File: src/rtl/cla_pipe_addsub_if.sv
// Operand/result handshake bundle for cla_pipe_addsub.
// The master drives operands and out_ready; the slave (the adder) returns in_ready and the result.
interface cla_pipe_addsub_if #(
    parameter int WIDTH = 16
);
    logic             in_valid;
    logic             in_ready;
    logic [WIDTH-1:0] a;
    logic [WIDTH-1:0] b;
    logic             cin;
    logic             sub;
    logic             out_valid;
    logic             out_ready;
    logic [WIDTH-1:0] s;
    logic             cout;
    logic             ovf;
    logic             zero;

    modport master (
        output in_valid, a, b, cin, sub, out_ready,
        input  in_ready, out_valid, s, cout, ovf, zero
    );

    modport slave (
        input  in_valid, a, b, cin, sub, out_ready,
        output in_ready, out_valid, s, cout, ovf, zero
    );
endinterface

File: src/rtl/cla_pipe_addsub.sv
// Two-stage pipelined carry-lookahead add/sub, WIDTH bits in GROUP-bit lookahead groups.
// Define CLA_SAT_EN to saturate s on signed overflow instead of wrapping.
module cla_pipe_addsub #(
    parameter int WIDTH = 16,
    parameter int GROUP = 4
) (
    input logic           clk,
    input logic           rst,
    cla_pipe_addsub_if.slave bus
);
    localparam int NG     = WIDTH / GROUP;
    localparam int STAGES = 2;

    generate
        if ((GROUP < 1) || (GROUP > WIDTH) || ((WIDTH % GROUP) != 0)) begin : g_bad_cfg
            $error("cla_pipe_addsub: WIDTH must be a positive multiple of GROUP");
        end
    endgenerate

    typedef struct packed {
        logic [WIDTH-1:0] p;
        logic [WIDTH-1:0] g;
        logic [NG-1:0]    gp;
        logic [NG-1:0]    gg;
        logic             ci;
        logic             a_msb;
        logic             b_msb;
    } s1_t;

    logic [STAGES:1]  vld_pipe;
    logic             out_ld;
    logic             in_fire;
    logic [WIDTH-1:0] b_e;
    s1_t              s1_d;
    s1_t              s1_q;
    logic             t1;
    logic [NG:0]      cg;
    logic [WIDTH-1:0] c;
    logic [WIDTH-1:0] s_raw;
    logic [WIDTH-1:0] s_nxt;
    logic             t2;
    logic             ovf_nxt;
    logic [WIDTH-1:0] s_q;
    logic             cout_q;
    logic             ovf_q;
    logic             zero_q;

    // A stage may load when empty or when its occupant leaves this cycle.
    assign out_ld       = !vld_pipe[2] || bus.out_ready;
    assign bus.in_ready = !rst && (!vld_pipe[1] || out_ld);
    assign in_fire      = bus.in_valid && bus.in_ready;

    // Stage 1: per-bit p/g and per-group P/G as flat sums of products.
    always_comb begin
        b_e         = bus.b ^ {WIDTH{bus.sub}};
        s1_d        = '0;
        s1_d.p      = bus.a ^ b_e;
        s1_d.g      = bus.a & b_e;
        s1_d.ci     = bus.cin ^ bus.sub;
        s1_d.a_msb  = bus.a[WIDTH-1];
        s1_d.b_msb  = b_e[WIDTH-1];
        t1          = 1'b0;
        for (int k = 0; k < NG; k++) begin
            s1_d.gp[k] = &s1_d.p[k*GROUP +: GROUP];
            for (int i = 0; i < GROUP; i++) begin
                t1 = s1_d.g[k*GROUP+i];
                for (int m = i + 1; m < GROUP; m++) t1 = t1 & s1_d.p[k*GROUP+m];
                s1_d.gg[k] = s1_d.gg[k] | t1;
            end
        end
    end

    // Stage 2: group carries from P/G, then bit carries seeded by each group's carry-in.
    always_comb begin
        cg = '0;
        c  = '0;
        t2 = 1'b0;
        for (int k = 0; k <= NG; k++) begin
            t2 = s1_q.ci;
            for (int j = 0; j < k; j++) t2 = t2 & s1_q.gp[j];
            cg[k] = t2;
            for (int j = 0; j < k; j++) begin
                t2 = s1_q.gg[j];
                for (int m = j + 1; m < k; m++) t2 = t2 & s1_q.gp[m];
                cg[k] = cg[k] | t2;
            end
        end
        for (int k = 0; k < NG; k++) begin
            for (int i = 0; i < GROUP; i++) begin
                t2 = cg[k];
                for (int j = 0; j < i; j++) t2 = t2 & s1_q.p[k*GROUP+j];
                c[k*GROUP+i] = t2;
                for (int j = 0; j < i; j++) begin
                    t2 = s1_q.g[k*GROUP+j];
                    for (int m = j + 1; m < i; m++) t2 = t2 & s1_q.p[k*GROUP+m];
                    c[k*GROUP+i] = c[k*GROUP+i] | t2;
                end
            end
        end
        s_raw   = s1_q.p ^ c;
        ovf_nxt = (s1_q.a_msb == s1_q.b_msb) && (s_raw[WIDTH-1] != s1_q.a_msb);
`ifdef CLA_SAT_EN
        // On overflow the true result has the sign of a.
        s_nxt = ovf_nxt ? (s1_q.a_msb ? {1'b1, {(WIDTH-1){1'b0}}} : {1'b0, {(WIDTH-1){1'b1}}})
                        : s_raw;
`else
        s_nxt = s_raw;
`endif
    end

    always_ff @(posedge clk) begin
        if (rst) begin
            vld_pipe <= '0;
            s1_q     <= '0;
            s_q      <= '0;
            cout_q   <= 1'b0;
            ovf_q    <= 1'b0;
            zero_q   <= 1'b0;
        end else begin
            if (in_fire) s1_q <= s1_d;
            vld_pipe[1] <= in_fire || (vld_pipe[1] && !out_ld);
            if (out_ld) begin
                vld_pipe[2] <= vld_pipe[1];
                if (vld_pipe[1]) begin
                    s_q    <= s_nxt;
                    cout_q <= cg[NG];
                    ovf_q  <= ovf_nxt;
                    zero_q <= (s_nxt == '0);
                end
            end
        end
    end

    assign bus.out_valid = vld_pipe[2];
    assign bus.s         = s_q;
    assign bus.cout      = cout_q;
    assign bus.ovf       = ovf_q;
    assign bus.zero      = zero_q;
endmodule
File: src/flat_wrapper.sv
// flat-port wrapper written by rule: the top's interface ports become plain ports
module cla_pipe_addsub_flat 
#(
    parameter int WIDTH = 16,
    parameter int GROUP = 4
)
  (clk, rst, bus_in_valid, bus_a, bus_b, bus_cin, bus_sub, bus_out_ready, bus_in_ready, bus_out_valid, bus_s, bus_cout, bus_ovf, bus_zero);
  cla_pipe_addsub_if #(.WIDTH(WIDTH)) bus_i ();
  input logic clk;
  input logic rst;
  input wire logic [$bits(bus_i.in_valid)-1:0] bus_in_valid;
  input wire logic [$bits(bus_i.a)-1:0] bus_a;
  input wire logic [$bits(bus_i.b)-1:0] bus_b;
  input wire logic [$bits(bus_i.cin)-1:0] bus_cin;
  input wire logic [$bits(bus_i.sub)-1:0] bus_sub;
  input wire logic [$bits(bus_i.out_ready)-1:0] bus_out_ready;
  output wire logic [$bits(bus_i.in_ready)-1:0] bus_in_ready;
  output wire logic [$bits(bus_i.out_valid)-1:0] bus_out_valid;
  output wire logic [$bits(bus_i.s)-1:0] bus_s;
  output wire logic [$bits(bus_i.cout)-1:0] bus_cout;
  output wire logic [$bits(bus_i.ovf)-1:0] bus_ovf;
  output wire logic [$bits(bus_i.zero)-1:0] bus_zero;
  assign bus_i.in_valid = bus_in_valid;
  assign bus_i.a = bus_a;
  assign bus_i.b = bus_b;
  assign bus_i.cin = bus_cin;
  assign bus_i.sub = bus_sub;
  assign bus_i.out_ready = bus_out_ready;
  assign bus_in_ready = bus_i.in_ready;
  assign bus_out_valid = bus_i.out_valid;
  assign bus_s = bus_i.s;
  assign bus_cout = bus_i.cout;
  assign bus_ovf = bus_i.ovf;
  assign bus_zero = bus_i.zero;
  cla_pipe_addsub #(.WIDTH(WIDTH), .GROUP(GROUP)) u_core (.clk(clk), .rst(rst), .bus(bus_i));
endmodule
File: config.mk
export PLATFORM = sky130hd
export DESIGN_NAME = cla_pipe_addsub_flat
export DESIGN_NICKNAME = d
export VERILOG_FILES = /design/src/rtl/cla_pipe_addsub_if.sv /design/src/rtl/cla_pipe_addsub.sv /design/src/flat_wrapper.sv
export SDC_FILE = /design/constraint.sdc
export NUM_CORES = 1
export LEC_CHECK = 0
export ABC_AREA = 1
export CORE_ASPECT_RATIO = 1.5
export CORE_MARGIN = 2
export CORE_UTILIZATION = 40
export DETAILED_ROUTE_END_ITERATION = 16
export PLACE_DENSITY = 0.64
export RECOVER_POWER = 100
export SETUP_SLACK_MARGIN = 0.5
export SYNTH_ARGS = -nofsm -noshare
export SYNTH_HDL_FRONTEND = slang
export SYNTH_SLANG_ARGS = --single-unit
File: constraint.sdc
create_clock -name clk -period 1.8 [get_ports clk]
set_input_delay 0.18 -clock clk [delete_from_list [all_inputs] [get_ports clk]]
set_output_delay 0.18 -clock clk [all_outputs]
set_load 0.02 [all_outputs]
After elaboration in Yosys (flattened, before gate mapping) --
Cells that the tools add are included. Widths: inputs -> output; s select.
Word-level totals: flip-flop bits (word level) 63, bits of input ports 38, output and inout bits 21, logic and storage cells 141
Cells by class: equal/unequal tests 2, bitwise operators 109, reduce and logical (&&, ||, !) cells 17
Operators with widths (number):
- $and 1x1->1 | 58
- $xor 16x16->16 | 3
- $or 1x1->1 | 46
- $and 16x16->16 | 1
- $logic_not 16->1 | 1
- $reduce_and 4->1 | 4
- $logic_and 1x1->1 | 4
- $logic_not 1->1 | 4
- $logic_or 1x1->1 | 3
- $reduce_and 2->1 | 1
- $eq 1x1->1 | 1
- $ne 1x1->1 | 1
- $xor 1x1->1 | 1

Longest topological paths before layout --
word-level depth 15, depth in mapped cells 14, gate-level depth less buffers 14

Least setup slack after synthesis --
No wires, ideal clock.
kind register to register, start point reg u_core.s1_q, in the netlist u_core.c[0], end point reg u_core.zero_q, in the netlist u_core.bus.zero, setup time 0.066 ns, data arrival time 1.621 ns, data required time 1.734 ns, setup slack 0.113 ns, cell stages (with the launch flop) 15, buffers on the path 0, clock period less this slack 1.687 ns, path through dfxtp_1 -> nand2_1 -> nand2_1 -> a21o_1 -> a21o_1 -> ha_1 -> nand2_1 -> nand3_1 -> nand2_1 -> nand3_1 -> nand2_1 -> nand2_1 -> nor2_1 -> nand2_1 -> a21oi_2
On the way: longest elaborated chain between the ends 14, elaborated cells between the ends (all ways) 47, those cells by class bitwise: 46; reduce/logical: 1
Ends and longest elaborated chain:
- from (decl) | RTL line cla_pipe_addsub.sv:35 | s1_t s1_q;
- from (signal assigned) | RTL line cla_pipe_addsub.sv:114 | s1_q <= '0;
- from (signal assigned) | RTL line cla_pipe_addsub.sv:120 | if (in_fire) s1_q <= s1_d;
- $and 1x1->1 (3 in series) | RTL line cla_pipe_addsub.sv:80 | for (int j = 0; j < k; j++) t2 = t2 & s1_q.gp[j];
- $or 1x1->1 (3 in series) | RTL line cla_pipe_addsub.sv:85 | cg[k] = cg[k] | t2;
- $and 1x1->1 (3 in series) | RTL line cla_pipe_addsub.sv:91 | for (int j = 0; j < i; j++) t2 = t2 & s1_q.p[k*GROUP+j];
- $or 1x1->1 (3 in series) | RTL line cla_pipe_addsub.sv:96 | c[k*GROUP+i] = c[k*GROUP+i] | t2;
- $xor 16x16->16 (*) | RTL line cla_pipe_addsub.sv:100 | s_raw = s1_q.p ^ c;
- $logic_not 16->1 (*) | RTL line cla_pipe_addsub.sv:128 | zero_q <= (s_nxt == '0);
- to (signal assigned) | RTL line cla_pipe_addsub.sv:128
- to (decl) | RTL line cla_pipe_addsub.sv:46 | logic zero_q;
Every way passes the cells marked *; elsewhere a longest branch is shown, timed or not. A chain may end at the register's enable or synchronous reset.

Final worst setup path --
start point reg u_core.s1_q[3] (netlist bit), end point reg u_core.zero_q, in the netlist u_core.bus.zero
On the way: longest elaborated chain between the ends 13, elaborated cells between the ends (all ways) 37, those cells by class bitwise: 36; reduce/logical: 1
Ends and longest elaborated chain:
- $and 1x1->1 (2 in series) | RTL line cla_pipe_addsub.sv:84 | for (int m = j + 1; m < k; m++) t2 = t2 & s1_q.gp[m];
- $or 1x1->1 (3 in series) | RTL line cla_pipe_addsub.sv:85
- $and 1x1->1 (3 in series) | RTL line cla_pipe_addsub.sv:91
- $or 1x1->1 (3 in series) | RTL line cla_pipe_addsub.sv:96
- $xor 16x16->16 (*) | RTL line cla_pipe_addsub.sv:100
- $logic_not 16->1 (*) | RTL line cla_pipe_addsub.sv:128
Marks and branches as above.

==> impl_results.md <==
* Sequential fraction of the synthesis area at approximately two fifths
* Via Count at 3093
* Nature of the critical path endpoint: flop
* R2R depth at 14
* Fin worst setup slack at -0.0302 ns
* Synth top area share at 38.7%
* Ant. Diodes at 0
* Ys Warns at 0
* Htree depth at 3
* Core area at 7560 sq um
* Cell count after placement at around 570
* Hold_sp: bus_out_ready
* Achievable clock frequency at approximately 550 MHz
* Rows at 39
* Hold EP: u_core.vld_pipe[2]$_SDFFE_PP0N_
* Synthesized instance count at roughly 410
* Avg Inst Size Synth at 7.49 sq um
* Final Hold Vio Count at 0
* Slowest stage delay, CP at 0.30 ns
* Final Instance Count excl. Fillers at 612
* Clock power frac at approximately 44%
* Worst slew pin tran at about 0.36 ns
* Hold WS at around 0.15 ns
* Die span in x at about 76 um
* Antenna violations before repair at 0
* First-pass GRT wire length at 12300 um
* Worst-path maximum fanout at 4
* Largest net degree at the start of global routing at 45
* Global Route Usage Sum at around 18%
* Clk Latency, worst-skew pair at 0.33 ns
* Worst EP required at approximately 2.1 ns
* CTS Root Cell: clkbuf_16
* CTS tree: done
* DIE HEIGHT at between 100 and 150 um
* Area of the mapped netlist at just over 3000 sq um
* Fraction of registers with async set or reset after synthesis at 0%
* Grt ovf at 0
* Critical Path Source Type: flop
* Power Density at around 910 nW/um^2
* Psw at roughly 1.2 mW
* Comb pwr share at 21.2%
* Clock slew at reported path FFs at about 0.050 ns
* Final Cycle Share at 102%
* Worst path buffer plus inverter count at 1
* Violated checks: setup timing
* I/O pins at between 50 and 60
* Total Wirelength at just under 9000 um
* Syn nets at between 400 and 500
* Critical path class: reg2reg
* Cts bufs inserted at 9
* Sequential fraction of design power at roughly a third
* Wire length per cell at ~14 um
* Delay-heaviest family, CP: simple AND/OR/NAND/NOR gates
* Peak supply drop at around 0.00088 V
* Leading post-synthesis cells by cell area: dfxtp_1 39%, nand2_1 10%, ha_1 8.1%, o21ai_0 5.3%, inv_1 5.2%
* Min Tclk post-route at 1.83 ns
* Remaining DRCs at 0
* Max clock buf depth at 2
* Critical path data arrival time at between 2 and 2.5 ns
* Layout area overhead at 54.5%
* P_int at around 3.2 mW
* Net Sw Frac at 26.9%
* FF-to-FF End: u_core.bus.zero$_SDFFE_PP0P_
* TritonRoute pass-1 iters at 4
* GP Congestion at 0.824
* Synth Register Bits at 60
* Prevailing post-synth register cell: dfxtp_1
* Max_slew headroom at approximately 76%
* Number of port buffers at between 50 and 60
* CTS Sinks at 60
* Number of global-route vias before repair at 2755
* Iteration-0 DRC Markers at 108
* HP Class: in2reg
* Vias per cell at 5.05
* Cell variety after synth at 30
* Final net count at between 500 and 600
* Layout cell share with drive strength beyond 1 at 26.5%
* Critical Path Most Common Cell: nand2_1
* Critical-path top delay cell: dfxtp_1
* Cells on Worst Hold Path at 4
* Post-synth top area cell: dfxtp_1
* Max_cap viols at 0
* RSZ-0062 raised after global routing: true
* Critical-path cell list: inv_1, nand2_2, a21o_1, a21o_1, ha_4, nand2_4, nand3_4, nand2_1, nand3_1, nand2_2, nand2_1, nor2_1, nand2_1, a21oi_2
* Slew Limit Fails at 0
* Setup Viol. Count Final at 1
* FF-to-FF Start: u_core.s1_q[3]$_SDFFE_PP0P_
* Final Total Pwr at 4.35 mW
* Routed Antenna Nets at 0
* Dpl hpwl at 5140 um
* Initial Util at approximately two fifths
* Post-synth EDFFs at 0
* Hold buffer count at CTS at 0
* Clock skew at between 0.005 and 0.006 ns
* Status: finished, violations left
* Die area at around 8500 sq um
* Core Util, Final at between 60% and 70%
* R2r setup slk at -0.03 ns
* Static leakage at about 2.3 nW
==> per-layer routing <==
| metal | global-route usage [%] | part of all wire (%) | vias to the layer above |
|---|---|---|---|
| met5 | 0 | 0 | - |
| met4 | 7.03 | 3.9 | 0 |
| met3 | 4.54 | 4.3 | 22 |
| met2 | 32.6 | 53 | 88 |
| met1 | 19.7 | 38 | 1441 |
| li1 | - | - | 1542 |
==> cell type report <==
cell class | instances | area (sq um)
clock buffer | 12 | 267
clock inverter | 4 | 70.1
fill | 642 | 2770
inverter | 47 | 196
multi-input combinational | 289 | 1900
sequential | 60 | 1210
tap | 102 | 128
timing repair buffer | 92 | 950
timing repair inverter | 6 | 80.1
==> tightest hold or removal path, stage by stage <==
cell	delay [ns]
dlymetal6s2s_1	0.08
inv_1	0.05
nand2_2	0.07
a21oi_1	0.06
==> state kept, by name, indices dropped and copies added (netlist names) <==
register,flops
u_core.bus.s,16
u_core.vld_pipe,2
u_core.bus.cout,1
u_core.c,1
u_core.bus.ovf,1
u_core.bus.zero,1
u_core.s1_q,38
==> worst max-delay path by stage <==
stage | startpoint | end | cells after the start
finish | u_core.s1_q[3]$_SDFFE_PP0P_ | u_core.bus.zero$_SDFFE_PP0P_ | 14
global route | u_core.s1_q[3]$_SDFFE_PP0P_ | u_core.bus.zero$_SDFFE_PP0P_ | 14
CTS | u_core.s1_q[7]$_SDFFE_PP0P_ | u_core.bus.zero$_SDFFE_PP0P_ | 14
detailed placement | bus_sub | u_core.s1_q[6]$_SDFFE_PP0P_ | 8
global placement | bus_sub | u_core.s1_q[5]$_SDFFE_PP0P_ | 8
floorplan | u_core.c[0]$_SDFFE_PP0P_ | u_core.bus.zero$_SDFFE_PP0P_ | 14
==> per-stage QoR <==
stage	area, sq um	setup WS (ns)	TNS, ns
after floorplan	3120	0.175	0
after global placement	3800	-0.00143	-0.00143
after detailed placement	3800	-0.0539	-0.118
after CTS	4250	0.0602	0
after global routing	4790	-0.146	-0.311
final	4790	-0.0302	-0.0302
==> cells in the final DEF (no fill, tap or decap), types with 15 or more instances in the layout <==
| master | instances |
|---|---|
| o21ai_1 | 22 |
| inv_1 | 41 |
| dlygate4sd2_1 | 21 |
| a21oi_1 | 26 |
| nor2_1 | 31 |
| dfxtp_1 | 56 |
| nand2_1 | 59 |
| ha_1 | 16 |
| xor2_1 | 15 |
| nand2_2 | 17 |
| clkdlybuf4s50_1 | 32 |
| o21ai_0 | 19 |
| buf_4 | 16 |
==> power by group through the flow <==
stage	Clock, mW	Combinational [mW]	Sequential (mW)
floorplan	0	0.426	1.54
global placement	0	0.721	1.51
detailed placement	0	0.725	1.51
CTS	1.93	0.743	1.49
global route	2.00	1.01	1.51
finish	1.92	0.923	1.50
==> logic make-up (layout without fill, tap and decap cells) <==
family / after synthesis / in the layout / synth area share (%)
buf+inv: 65 / 161 / 10.4
fa+ha+maj: 20 / 20 / 8.07
compound gates: 93 / 93 / 16.1
xor+xnor: 17 / 17 / 4.80
simple gates: 159 / 159 / 21.9
flops: 60 / 60 / 38.7
==> synth_stat cells (2+ instances only) <==
cell / n
o21ai_2: 2
buf_2: 6
o21ai_0: 33
inv_1: 43
nand3_1: 19
o211ai_1: 4
a211oi_1: 2
nand4_1: 8
ha_1: 20
a21o_1: 2
inv_2: 2
dfxtp_1: 60
nand2_1: 83
o21ai_1: 16
xor2_1: 16
a31oi_1: 3
a21oi_1: 30
buf_6: 8
clkbuf_1: 3
nor2_1: 39
nand2_2: 2
nor3_1: 5
==> timing repair <==
| action | in CTS | in global routing |
|---|---|---|
| pin swaps | 20 | 33 |
| gates resized for setup | 57 | 102 |
| setup endpoints to repair | 52 | 46 |
| gates cloned | 0 | 8 |
| buffers inserted | 3 | 13 |
(Power assumes the default switching activity.)
